## src/rtl/seg7_scan_driver.sv

```systemverilog
// seg7_scan_driver
// Time-multiplexed driver for an N-digit common-anode 7-segment display.
// Each digit slot opens with one dead-time cycle (all anodes off).
// New character data is committed only at frame boundaries, so a frame is
// never torn between old and new data. AN, LED and frame_done are registered.
//
// Optional build macro:
//   SEG7_LZB_EN - leading-zero blanking. A zero in digit i > 0 is shown blank
//                 when every higher digit is 0 or a blank code (B..E).
//                 Digit 0 always shows its code.
module seg7_scan_driver #(
    parameter int N_DIGITS = 4,
    parameter int PRESCALE = 4
) (
    input  logic                    clk,
    input  logic                    reset,
    input  logic                    enable,
    input  logic                    load,
    input  logic [4*N_DIGITS-1:0]   data_in,
    output logic [N_DIGITS-1:0]     AN,
    output logic [6:0]              LED,
    output logic                    frame_done
);

    localparam int CW = $clog2(PRESCALE);
    localparam int IW = (N_DIGITS > 1) ? $clog2(N_DIGITS) : 1;
    localparam logic [CW-1:0] CNT_MAX = CW'(PRESCALE - 1);
    localparam logic [IW-1:0] IDX_MAX = IW'(N_DIGITS - 1);
    localparam logic [4*N_DIGITS-1:0] DISP_RESET = {N_DIGITS{4'hB}};

    // Character code to active-low segment pattern (LED[6]=g .. LED[0]=a)
    function automatic logic [6:0] seg_decode(input logic [3:0] code);
        logic [6:0] seg;
        case (code)
            4'h0:    seg = 7'b1000000;
            4'h1:    seg = 7'b1111001;
            4'h2:    seg = 7'b0100100;
            4'h3:    seg = 7'b0110000;
            4'h4:    seg = 7'b0011001;
            4'h5:    seg = 7'b0010010;
            4'h6:    seg = 7'b0000010;
            4'h7:    seg = 7'b1111000;
            4'h8:    seg = 7'b0000000;
            4'h9:    seg = 7'b0010000;
            4'hA:    seg = 7'b0111111;
            4'hF:    seg = 7'b0001110;
            default: seg = 7'b1111111;
        endcase
        return seg;
    endfunction

    logic [CW-1:0]          r_cnt;
    logic [IW-1:0]          r_idx;
    logic [4*N_DIGITS-1:0]  r_disp;
    logic [4*N_DIGITS-1:0]  r_pend;
    logic                   r_pflag;
    logic                   r_wrap;
    logic [N_DIGITS-1:0]    r_an;
    logic [6:0]             r_led;
    logic                   r_frame_done;

    logic                   w_slot_end;
    logic                   w_frame_end;
    logic [3:0]             w_code;
    logic                   w_blank_sel;
    logic [N_DIGITS-1:0]    w_blank_vec;
    logic [N_DIGITS-1:0]    w_an_nxt;
    logic [6:0]             w_led_nxt;

    assign w_slot_end  = (r_cnt == CNT_MAX);
    assign w_frame_end = w_slot_end && (r_idx == IDX_MAX);

`ifdef SEG7_LZB_EN
    logic w_above_ok;

    // Mark digits that are leading zeros, walking down from the top digit
    always_comb begin
        w_blank_vec = '0;
        w_above_ok  = 1'b1;
        for (int i = N_DIGITS - 1; i >= 1; i--) begin
            if (w_above_ok && (r_disp[4*i +: 4] == 4'h0)) begin
                w_blank_vec[i] = 1'b1;
            end else begin
                w_blank_vec[i] = 1'b0;
            end
            if ((r_disp[4*i +: 4] == 4'h0) || (r_disp[4*i +: 4] >= 4'hB && r_disp[4*i +: 4] <= 4'hE)) begin
                w_above_ok = w_above_ok;
            end else begin
                w_above_ok = 1'b0;
            end
        end
    end
`else
    assign w_blank_vec = '0;
`endif

    // Select the character code and blanking flag of the digit being scanned
    always_comb begin
        w_code      = 4'hB;
        w_blank_sel = 1'b0;
        for (int i = 0; i < N_DIGITS; i++) begin
            if (r_idx == IW'(i)) begin
                w_code      = r_disp[4*i +: 4];
                w_blank_sel = w_blank_vec[i];
            end else begin
                w_code      = w_code;
                w_blank_sel = w_blank_sel;
            end
        end
    end

    // Next anode/segment values: dark in dead time or when disabled
    always_comb begin
        w_an_nxt  = '1;
        w_led_nxt = 7'h7F;
        if (enable && (r_cnt != '0)) begin
            for (int i = 0; i < N_DIGITS; i++) begin
                w_an_nxt[i] = (r_idx == IW'(i)) ? 1'b0 : 1'b1;
            end
            w_led_nxt = w_blank_sel ? 7'h7F : seg_decode(w_code);
        end else begin
            w_an_nxt  = '1;
            w_led_nxt = 7'h7F;
        end
    end

    // Scan counters and tear-free display data handoff
    always_ff @(posedge clk or posedge reset) begin
        if (reset) begin
            r_cnt   <= '0;
            r_idx   <= '0;
            r_disp  <= DISP_RESET;
            r_pend  <= '0;
            r_pflag <= 1'b0;
            r_wrap  <= 1'b0;
        end else if (!enable) begin
            // No frame in progress: data can go straight to the display
            r_cnt  <= '0;
            r_idx  <= '0;
            r_wrap <= 1'b0;
            if (load) begin
                r_disp  <= data_in;
                r_pend  <= data_in;
                r_pflag <= 1'b0;
            end else if (r_pflag) begin
                r_disp  <= r_pend;
                r_pflag <= 1'b0;
            end else begin
                r_pflag <= 1'b0;
            end
        end else begin
            r_cnt  <= w_slot_end ? '0 : (r_cnt + CW'(1));
            r_wrap <= w_frame_end;
            if (w_slot_end) begin
                r_idx <= (r_idx == IDX_MAX) ? '0 : (r_idx + IW'(1));
            end else begin
                r_idx <= r_idx;
            end
            // A load on the boundary itself wins over any older pending data
            if (w_frame_end && load) begin
                r_disp  <= data_in;
                r_pflag <= 1'b0;
            end else if (w_frame_end && r_pflag) begin
                r_disp  <= r_pend;
                r_pflag <= 1'b0;
            end else if (load) begin
                r_pend  <= data_in;
                r_pflag <= 1'b1;
            end else begin
                r_pflag <= r_pflag;
            end
        end
    end

    // Output registers; frame_done marks the dead cycle of digit 0 after a wrap
    always_ff @(posedge clk or posedge reset) begin
        if (reset) begin
            r_an         <= '1;
            r_led        <= 7'h7F;
            r_frame_done <= 1'b0;
        end else begin
            r_an         <= w_an_nxt;
            r_led        <= w_led_nxt;
            r_frame_done <= enable & r_wrap;
        end
    end

    assign AN         = r_an;
    assign LED        = r_led;
    assign frame_done = r_frame_done;

endmodule

```

## config.mk

```make
export PLATFORM = sky130hd
export DESIGN_NAME = seg7_scan_driver
export DESIGN_NICKNAME = d
export VERILOG_FILES = /design/src/rtl/seg7_scan_driver.sv
export SDC_FILE = /design/constraint.sdc
export NUM_CORES = 1
export LEC_CHECK = 0
export BUFFER_PORTS_ARGS = -buffer_cell sky130_fd_sc_hd__buf_4
export CORE_ASPECT_RATIO = 0.8
export CORE_MARGIN = 2
export CORE_UTILIZATION = 31
export DETAILED_ROUTE_END_ITERATION = 8
export HOLD_SLACK_MARGIN = 0.06
export MAX_ROUTING_LAYER = met4
export PLACE_DENSITY_LB_ADDON = 0.05
export SYNTH_ARGS = -nofsm -noshare
export SYNTH_HDL_FRONTEND = slang
export SYNTH_SLANG_ARGS = --single-unit
```

## constraint.sdc

```tcl
create_clock -name clk -period 4.95 [get_ports clk]
set_input_delay 0.2475 -clock clk [delete_from_list [all_inputs] [get_ports clk]]
set_output_delay 0.2475 -clock clk [all_outputs]
set_load 0.02 [all_outputs]
```

==> flow_metrics.env, run 1 <==
export IMPL_drv_slew=0
export IMPL_max_stage_delay_ps=630
export IMPL_netlist_area_um2=2480
export IMPL_clk_latency_ps=300
export IMPL_pin_count=32
export IMPL_grt_usage_pct=12.3
export IMPL_drc_errors=0
export IMPL_clock_skew_ps=7.04
export IMPL_num_fill_cells=807
export IMPL_start_util_pct=31.7
export IMPL_path_class="reg -> reg"
export IMPL_h_tree_depth=2
export IMPL_syn_nets=251
export IMPL_dieHeight_um=84.1
export IMPL_synth_area_leaders="dfrtp_1 (27%), dfstp_2 (24%), mux2i_1 (8.1%)"
export IMPL_drtPass1Iterations=4
export IMPL_cts_buffers_inserted=5
export IMPL_finalCriticalPeriod_ps=2640
export IMPL_wirelength_um=4750
export IMPL_antenna_found_initial=0
export IMPL_setup_tns_ps=0
export IMPL_finalCritPeriodShare_pct=53.3
export IMPL_synth_edf_count=0
export IMPL_clock_sinks=50
export IMPL_cts_hold_buffers_added=0
export IMPL_drt_initial_drc_count=36
export IMPL_vias=1621
export IMPL_core_area_um2=7840
export IMPL_die_area_um2=8750
export IMPL_synth_distinct_cells=42
export IMPL_synth_largest_area_cell="dfrtp_1"
export IMPL_post_route_cells_drive_above_1_share_pct=32.5
export IMPL_startpoint_type="register"
export IMPL_critical_path_max_fanout=5
export IMPL_viasPerCell=4.54
export IMPL_dp_cells=349
export IMPL_seq_area_frac_synth_pct=51.5
export IMPL_p_switching_uw=280
export IMPL_final_antenna_net_count=0
export IMPL_grt_pass1_vias=1650
export IMPL_status="complete, no violations"
export IMPL_finalSetupViolations=0
export IMPL_final_hold_viol_count=0
export IMPL_rsz0062_at_grt="no"
export IMPL_cpMaxStageDelayCell="a221oi_1"
export IMPL_postCtsSetupRepairBufs=0
export IMPL_critPathCaptureType="register"
export IMPL_portBuffers=31
export IMPL_p_clk_share_pct=33.1
export IMPL_overflow=0
export IMPL_finalWeightedCongestion=0.793
export IMPL_die_w_um=104
export IMPL_cts_resized=0
export IMPL_fin_nets=280
export IMPL_grt_pass1_wl_um=8250
export IMPL_instances_no_fill=357
export IMPL_swShare_pct=26.2
export IMPL_rows=29
export IMPL_cts_root_buf="clkbuf_8"
export IMPL_fmax_ghz=0.379
export IMPL_worst_pin_slew_ps=920
export IMPL_synth_cells=219
export IMPL_seq_power_share_pct=46.6
export IMPL_cts_tree="built"
export IMPL_cts_buffer_depth=2
export IMPL_drv_cap=0
export IMPL_ir_drop_v=0.000170
export IMPL_synth_warnings=0
export IMPL_synthFlopType="dfrtp_1"
export IMPL_crit_family="compound AO/OA/AOI/OAI gates"
export IMPL_crit_path_start="r_idx[0]"
export IMPL_powerDensity_nw_per_um2=363
export IMPL_maxSlewHeadroom_pct=38.5
export IMPL_reg2reg_from="r_idx[0]"
export IMPL_ys_ff_latch=50
export IMPL_wl_per_cell_um=13.3
export IMPL_crit_chain="inv_1 > ha_1 > nor2b_1 > o21ai_0 > a221oi_1 > inv_1 > ha_1 > mux2_4 > a22oi_1"
export IMPL_grt_max_degree=51
export IMPL_cp_num_buf_inv=2
export IMPL_yosys_area_top_type_share_pct=27.2
export IMPL_worstPathArrival_ps=2860
export IMPL_ys_async_sr_fraction_pct=100
export IMPL_required_ps=5170
export IMPL_hp_class="in -> async"
export IMPL_p_leak_uw=0.00135
export IMPL_cts_clk_slew_worst_paths_ps=90
export IMPL_area_growth_pct=18.8
export IMPL_n_antenna_cell=0
export IMPL_p_int_uw=791
export IMPL_p_comb_share_pct=20.3
export IMPL_dp_hpwl_um=3370
export IMPL_post_synth_cell_area_avg_um2=11.3
-- kinds of logic (layout without fill, tap and decap cells) --
family,Yosys count,count (layout),synth area share (%)
multiplexers,39,39,17.0
buffers and inverters,21,51,3.98
adder cells (fa/ha/maj),12,12,6.05
AO/OA/AOI/OAI,34,34,9.02
AND/OR/NAND/NOR,63,63,12.4
flip-flops,50,50,51.5
-- synthesized netlist by cell type (2+ instances only) --
cell / n
a21oi_1: 18
a22oi_1: 3
and2_1: 3
buf_2: 4
buf_4: 2
clkbuf_1: 4
dfrtp_1: 27
dfstp_2: 23
ha_1: 12
inv_1: 9
mux2_1: 10
mux2_2: 7
mux2_4: 2
mux2i_1: 20
nand2_1: 12
nand2b_1: 6
nor2_1: 24
nor2b_1: 6
nor3_1: 2
o21ai_0: 2
o311a_1: 2
-- power by group through the flow --
| stage | clock network (µW) | logic [µW] | registers, µW |
|---|---|---|---|
| CTS | 369 | 221 | 499 |
| floorplan | 0 | 153 | 511 |
| finish | 355 | 218 | 498 |
| global placement | 0 | 224 | 508 |
| global route | 385 | 246 | 505 |
| detailed placement | 0 | 221 | 507 |
-- through the flow --
stage | instance area, µm² | total power (µW) | worst slack [ps] | hold WS [ps] | util [%]
3_3_place_gp | 2810 | 732 | 2460 | 448 | 35.8
3_5_place_dp | 2810 | 727 | 2340 | 450 | 35.8
6_report | 2950 | 1070 | 2310 | 107 | 37.7
5_1_grt | 2950 | 1140 | 2040 | 142 | 37.7
2_1_floorplan | 2480 | 663 | 2670 | 376 | -
4_1_cts | 2950 | 1090 | 2270 | 137 | 37.7
-- flip-flops by register name, indices dropped and copies added (netlist names) --
register / cells
r_wrap: 1
LED: 7
r_pend: 16
r_cnt: 2
r_idx: 2
r_disp: 16
AN: 4
frame_done: 1
r_pflag: 1
-- metal layers --
metal,up-vias,GRT usage (%),wire length [µm]
met3,5,2.81,191
li1,810,-,-
met1,777,17.5,2510
met2,29,17.5,2010
met4,0,3.32,42
met5,-,-,0
-- cell usage in the layout, fill, tap and decap left out, types with 2 or more instances in the layout --
master / synthesis / routed
a21oi_1: 18 / 17
a22oi_1: 3 / 3
and2_1: 3 / 3
buf_4: 2 / 33
bufinv_16: 0 / 2
clkbuf_8: 0 / 6
dfrtp_1: 27 / 27
dfstp_2: 23 / 23
ha_1: 12 / 12
inv_1: 9 / 8
inv_2: 1 / 2
mux2_1: 10 / 10
mux2_2: 7 / 7
mux2_4: 2 / 2
mux2i_1: 20 / 20
nand2_1: 12 / 12
nand2b_1: 6 / 6
nor2_1: 24 / 24
nor2b_1: 6 / 6
nor3_1: 2 / 2
o21ai_0: 2 / 2
o311a_1: 2 / 2
-- tightest hold or removal path, cell delays in order --
cell   delay [ps]
buf_4         110
inv_2          30
buf_4         500
-- worst paths after layout --
| path | end | slack, ps | cells after the start |
|---|---|---|---|
| setup / recovery | LED[0] | 2310 | 9 |
| hold / removal | r_pend[12] | 110 | 3 |
| setup reg to reg | LED[0] | 2310 | 9 |
| hold reg to reg | r_cnt[0] | 460 | 1 |
| max in group asynchronous | r_pend[1] | 4420 | 3 |
| min in group clk | r_pend[0] | 160 | 2 |
-- area by class of cell --
cell class                 instances  area [µm²]  share of cell area, %
clock buffer                       6        82.6                   2.80
sequential                        50        1280                   43.4
multi-input combinational        148        1110                   37.6
inverter                          10        37.5                   1.27
clock inverter                     2        60.1                   2.03
tap                              108         135                   4.58
timing repair buffer              33         248                   8.39
Note: power is estimated with default switching activity, not from simulation.
==> inputs of run 2 (changes only) <==
- ABC_AREA: unset -> 1
- clock period: 4.95 -> 2.75 ns (I/O delays scaled with it)
==> run 2 against run 1 <==
Compared with the run above: core utilization decreased by 0.35 points; power increased by 96%; sequential share of layout area decreased by 5.2 points; synthesized cell count increased by 57%; maximum frequency increased by 18%; routed wire length increased by 45%; hold slack improved by 70 ps; register-to-register slack got worse by 1800 ps; sequential cell count unchanged; cell area increased by 14%; via count increased by 44%; critical endpoint unchanged.
==> flow_metrics.env, run 2 <==
export IMPL_drtPass1Iterations=5
export IMPL_area_growth_pct=17.3
export IMPL_maxSlewHeadroom_pct=42.2
export IMPL_wl_per_cell_um=14.1
export IMPL_required_ps=2960
export IMPL_synth_distinct_cells=34
export IMPL_grt_usage_pct=15.2
export IMPL_final_antenna_net_count=0
export IMPL_powerDensity_nw_per_um2=624
export IMPL_netlist_area_um2=2860
export IMPL_post_synth_cell_area_avg_um2=8.34
export IMPL_dp_hpwl_um=4950
export IMPL_postCtsSetupRepairBufs=0
export IMPL_status="complete, no violations"
export IMPL_die_area_um2=10000
export IMPL_start_util_pct=31.8
export IMPL_synthFlopType="dfrtp_1"
export IMPL_finalCritPeriodShare_pct=81.6
export IMPL_finalWeightedCongestion=0.761
export IMPL_ys_async_sr_fraction_pct=100
export IMPL_wirelength_um=6900
export IMPL_drc_errors=0
export IMPL_portBuffers=31
export IMPL_critPathCaptureType="register"
export IMPL_synth_edf_count=0
export IMPL_vias=2329
export IMPL_core_area_um2=9000
export IMPL_hp_class="in -> reg"
export IMPL_p_leak_uw=0.00158
export IMPL_ir_drop_v=0.000238
export IMPL_pin_count=32
export IMPL_layout_common_cells="nand2_1 (72), buf_4 (38), nor2_1 (36)"
export IMPL_setup_tns_ps=0
export IMPL_startpoint_type="register"
export IMPL_cts_resized=0
export IMPL_synth_area_leaders="dfrtp_1 (24%), dfstp_2 (21%), nand2_1 (9.4%)"
export IMPL_clock_sinks=50
export IMPL_drv_cap=0
export IMPL_cts_hold_buffers_added=1
export IMPL_finalPower_uw=2100
export IMPL_grt_pass1_wl_um=11800
export IMPL_hold_slack_ps=177
export IMPL_worst_pin_slew_ps=867
export IMPL_clk_latency_ps=290
export IMPL_syn_nets=375
export IMPL_ys_ff_latch=50
export IMPL_viasPerCell=4.77
export IMPL_h_tree_depth=2
export IMPL_cpMaxStageDelayCell="o21ai_0"
export IMPL_drt_initial_drc_count=95
export IMPL_worstPathArrival_ps=2460
export IMPL_die_w_um=111
export IMPL_dieHeight_um=89.9
export IMPL_cts_tree="built"
export IMPL_cts_root_buf="clkbuf_16"
export IMPL_synth_most_common_cell="nand2_1"
export IMPL_seq_area_frac_synth_pct=44.7
export IMPL_overflow=0
export IMPL_fin_nets=404
export IMPL_path_class="reg -> reg"
export IMPL_finalCriticalPeriod_ps=2250
export IMPL_cp_num_buf_inv=2
export IMPL_cts_buffers_inserted=5
export IMPL_finalSetupViolations=0
export IMPL_final_util_pct=37.3
export IMPL_crit_chain="ha_1 > inv_1 > o21ai_0 > inv_1 > ha_1 > nand3b_1 > nand3_1 > nand3_1"
export IMPL_rows=31
export IMPL_cts_buffer_depth=2
export IMPL_cts_clk_slew_worst_paths_ps=70
export IMPL_rsz0062_at_grt="no"
export IMPL_synth_warnings=0
export IMPL_post_route_cells_drive_above_1_share_pct=23.9
export IMPL_fmax_ghz=0.445
export IMPL_synth_cells=343
export IMPL_yosys_area_top_type_share_pct=23.6
export IMPL_grt_max_degree=30
export IMPL_synth_common_cells="nand2_1 (72), nor2_1 (36), o21ai_0 (34)"
export IMPL_synth_largest_area_cell="dfrtp_1"
export IMPL_antenna_found_initial=0
export IMPL_n_antenna_cell=0
export IMPL_drv_slew=0
export IMPL_final_common_cell="nand2_1"
export IMPL_critical_path_max_fanout=9
export IMPL_max_stage_delay_ps=490
export IMPL_crit_family="adder cells"
export IMPL_grt_pass1_vias=2349
export IMPL_clock_skew_ps=3.65
export IMPL_final_hold_viol_count=0
run 2: cell types whose count changed after synthesis, moves of 7 or more:
cell / before / now
nand2_1: 12 / 72
o21ai_0: 2 / 34
inv_1: 9 / 30
mux2i_1: 20 / 2
nand3_1: 0 / 14
nor2_1: 24 / 36
mux2_1: 10 / 0
o22ai_1: 1 / 10
a21boi_0: 0 / 7
a21oi_1: 18 / 25
mux2_2: 7 / 0
run 2: logic make-up after synthesis:
logic type / synth area share, %
DFF: 44.7
adders and majority gates: 5.25
muxes: 0.700
and+or+nand+nor: 20.2
buffers and inverters: 9.05
AOI/OAI and AO/OA: 20.0
run 2: metal layers:
layer | routed length [µm] | global-route usage, % | vias up | share of wire (%)
met5 | 0 | - | - | 0
met4 | 59 | 4.01 | 0 | 0.86
met3 | 197 | 2.83 | 4 | 2.9
met2 | 2940 | 23.0 | 30 | 43
met1 | 3700 | 21.0 | 1108 | 54
li1 | - | - | 1187 | -
run 2: final timing paths:
kind | start | endpoint | slack [ps] | cells after the start
min in group asynchronous | reset | r_pend[1] | 500 | 3
setup reg to reg | r_idx[0] | LED[0] | 500 | 8
setup / recovery | r_idx[0] | LED[0] | 500 | 8
hold / removal | data_in[5] | r_pend[5] | 180 | 3
max in group asynchronous | reset | r_disp[15] | 1520 | 4
hold reg to reg | r_wrap | frame_done | 450 | 2
run 2: power by group:
part / internal, µW / switching, µW / total (µW)
combinational: 176 / 275 / 451
clock: 473 / 280 / 754
sequential: 849 / 41.3 / 891
total: 1500 / 597 / 2100
run 2: cell type report:
type	instances	area, µm²
timing repair buffer	39	295
sequential	50	1280
multi-input combinational	243	1320
tap	115	144
inverter	33	126
clock buffer	8	189
fill	933	5640
run 2: stage by stage:
stage / instances / cell area, µm² / setup slack (ps)
floorplan: 343 / 2860 / 882
global placement: 479 / 3160 / 626
detailed placement: 479 / 3160 / 506
CTS: 488 / 3360 / 502
global route: 488 / 3360 / 216
finish: 488 / 3360 / 505
run 2: tightest hold or removal path, stage by stage:
cell and delay [ps]:
buf_4 80, mux2i_1 70, a21oi_1 130
==> inputs of run 3 (changes only) <==
- clock period: 2.75 -> 2.21 ns (I/O delays scaled with it)
==> run 3 against run 2 <==
Compared with the run above: sequential share of layout area rose by 0.057 points; setup slack got worse by 230 ps; count of clock-buffer cells in the layout did not move; core utilization fell by 0.056 points; combinational power rose by 25%; sequential power rose by 25%; global-route usage barely moved; register-to-register slack got worse by 230 ps; critical path type unchanged.
==> flow_metrics.env, run 3 (synthesis results as in run 2) <==
export IMPL_critical_path_max_fanout=6
export IMPL_critPathCaptureType="register"
export IMPL_wirelength_um=6880
export IMPL_portBuffers=31
export IMPL_antenna_found_initial=0
export IMPL_ir_drop_v=0.000313
export IMPL_final_common_cell="nand2_1"
export IMPL_grt_usage_pct=15.2
export IMPL_pre_cts_ws_ps=220
export IMPL_setup_slack_ps=279
export IMPL_die_area_um2=10000
export IMPL_cts_buffer_depth=2
export IMPL_dp_hpwl_um=4860
export IMPL_r2r_worst_path_cells=13
export IMPL_drv_slew=0
export IMPL_drt_initial_drc_count=98
export IMPL_grt_pass1_vias=2266
export IMPL_grt_max_degree=51
export IMPL_required_ps=2430
export IMPL_instances_no_fill=489
export IMPL_postCtsSetupRepairBufs=0
export IMPL_final_hold_viol_count=0
export IMPL_clock_sinks=50
export IMPL_status="complete, no violations"
export IMPL_maxSlewHeadroom_pct=65.3
export IMPL_n_antenna_cell=0
export IMPL_rsz0062_at_grt="no"
export IMPL_rows=31
export IMPL_finalWeightedCongestion=0.765
export IMPL_clk_latency_ps=290
export IMPL_vias=2263
export IMPL_holdPathStages=3
export IMPL_finalCriticalPeriod_ps=1930
export IMPL_drtPass1Iterations=4
export IMPL_powerDensity_nw_per_um2=733
export IMPL_clock_skew_ps=7.31
export IMPL_fmax_ghz=0.518
export IMPL_finalCritPeriodShare_pct=87.4
export IMPL_h_tree_depth=2
export IMPL_dp_cells=480
export IMPL_drv_cap=0
export IMPL_cts_clk_slew_worst_paths_ps=70
export IMPL_path_class="reg -> reg"
export IMPL_area_growth_pct=17.1
export IMPL_startpoint_type="register"
export IMPL_drc_errors=0
export IMPL_finalSetupViolations=0
export IMPL_post_route_cells_drive_above_1_share_pct=24.1
export IMPL_wl_per_cell_um=14.1
export IMPL_setup_tns_ps=0
export IMPL_layout_common_cells="nand2_1 (72), buf_4 (37), nor2_1 (36)"
export IMPL_cts_root_buf="clkbuf_16"
export IMPL_dieHeight_um=89.9
export IMPL_pin_count=32
export IMPL_worstPathArrival_ps=2150
export IMPL_grt_pass1_wl_um=11700
export IMPL_overflow=0
export IMPL_die_w_um=111
export IMPL_worst_pin_slew_ps=520
export IMPL_hp_class="in -> reg"
export IMPL_cts_tree="built"
export IMPL_p_leak_uw=0.00157
export IMPL_cts_buffers_inserted=5
export IMPL_fin_nets=405
export IMPL_core_area_um2=9000
export IMPL_start_util_pct=31.8
export IMPL_viasPerCell=4.63
export IMPL_final_antenna_net_count=0
export IMPL_finalPower_uw=2460
==> run 3: changes by cell type in the layout (fill, tap and decap cells not counted), sizes merged <==
cell	change
buf	+1
==> run 3: area by class of cell <==
| type | count | area [µm²] |
|---|---|---|
| multi-input combinational | 243 | 1330 |
| sequential | 50 | 1280 |
| inverter | 33 | 126 |
| timing repair buffer | 40 | 328 |
| clock buffer | 8 | 146 |
| fill | 934 | 5650 |
| tap | 115 | 144 |
==> run 3: where the power goes <==
part / switching, µW / internal (µW)
clock network: 328 / 452
registers: 53.3 / 1060
logic: 338 / 226
==> run 3: timing repair <==
action	in CTS	in global routing
hold buffers	1	0
gates resized for setup	0	2
setup endpoints to repair	0	2
hold endpoints to repair	27	0
==> run 3: critical path: stages, from the launching register on <==
cell and delay (ps):
dfrtp_1 400, inv_1 120, ha_2 260, inv_2 70, nand3_1 80, nand2_1 70
nand2_1 50, o21ai_0 110, buf_4 170, ha_1 200, nand3b_1 150, nand2_1 70
nand2_1 40, nand3_1 90
==> run 3: per-layer routing <==
metal | global-route usage, % | vias to the layer above | share of wire [%]
met5 | - | - | 0
met4 | 4.01 | 0 | 0.58
met3 | 3.17 | 5 | 2.7
met2 | 22.2 | 25 | 44
met1 | 21.5 | 1045 | 53
li1 | - | 1188 | -
==> run 3: path summary, 6_finish.rpt <==
path	startpoint	to	slack, ps
max in group asynchronous	reset	LED[4]	1480
setup / recovery	r_idx[1]	LED[5]	280
hold / removal	data_in[5]	r_pend[5]	150
setup reg to reg	r_idx[1]	LED[5]	280
hold reg to reg	r_wrap	frame_done	440
min in group asynchronous	reset	r_pend[0]	420
==> run 3: per-stage QoR <==
step / instance area (µm²) / utilization [%] / hold WS [ps]
6_report: 3350 / 37.2 / 145
2_1_floorplan: 2860 / - / 324
4_1_cts: 3350 / 37.2 / 136
5_1_grt: 3350 / 37.2 / 153
3_3_place_gp: 3190 / 35.5 / 193
3_5_place_dp: 3190 / 35.5 / 197
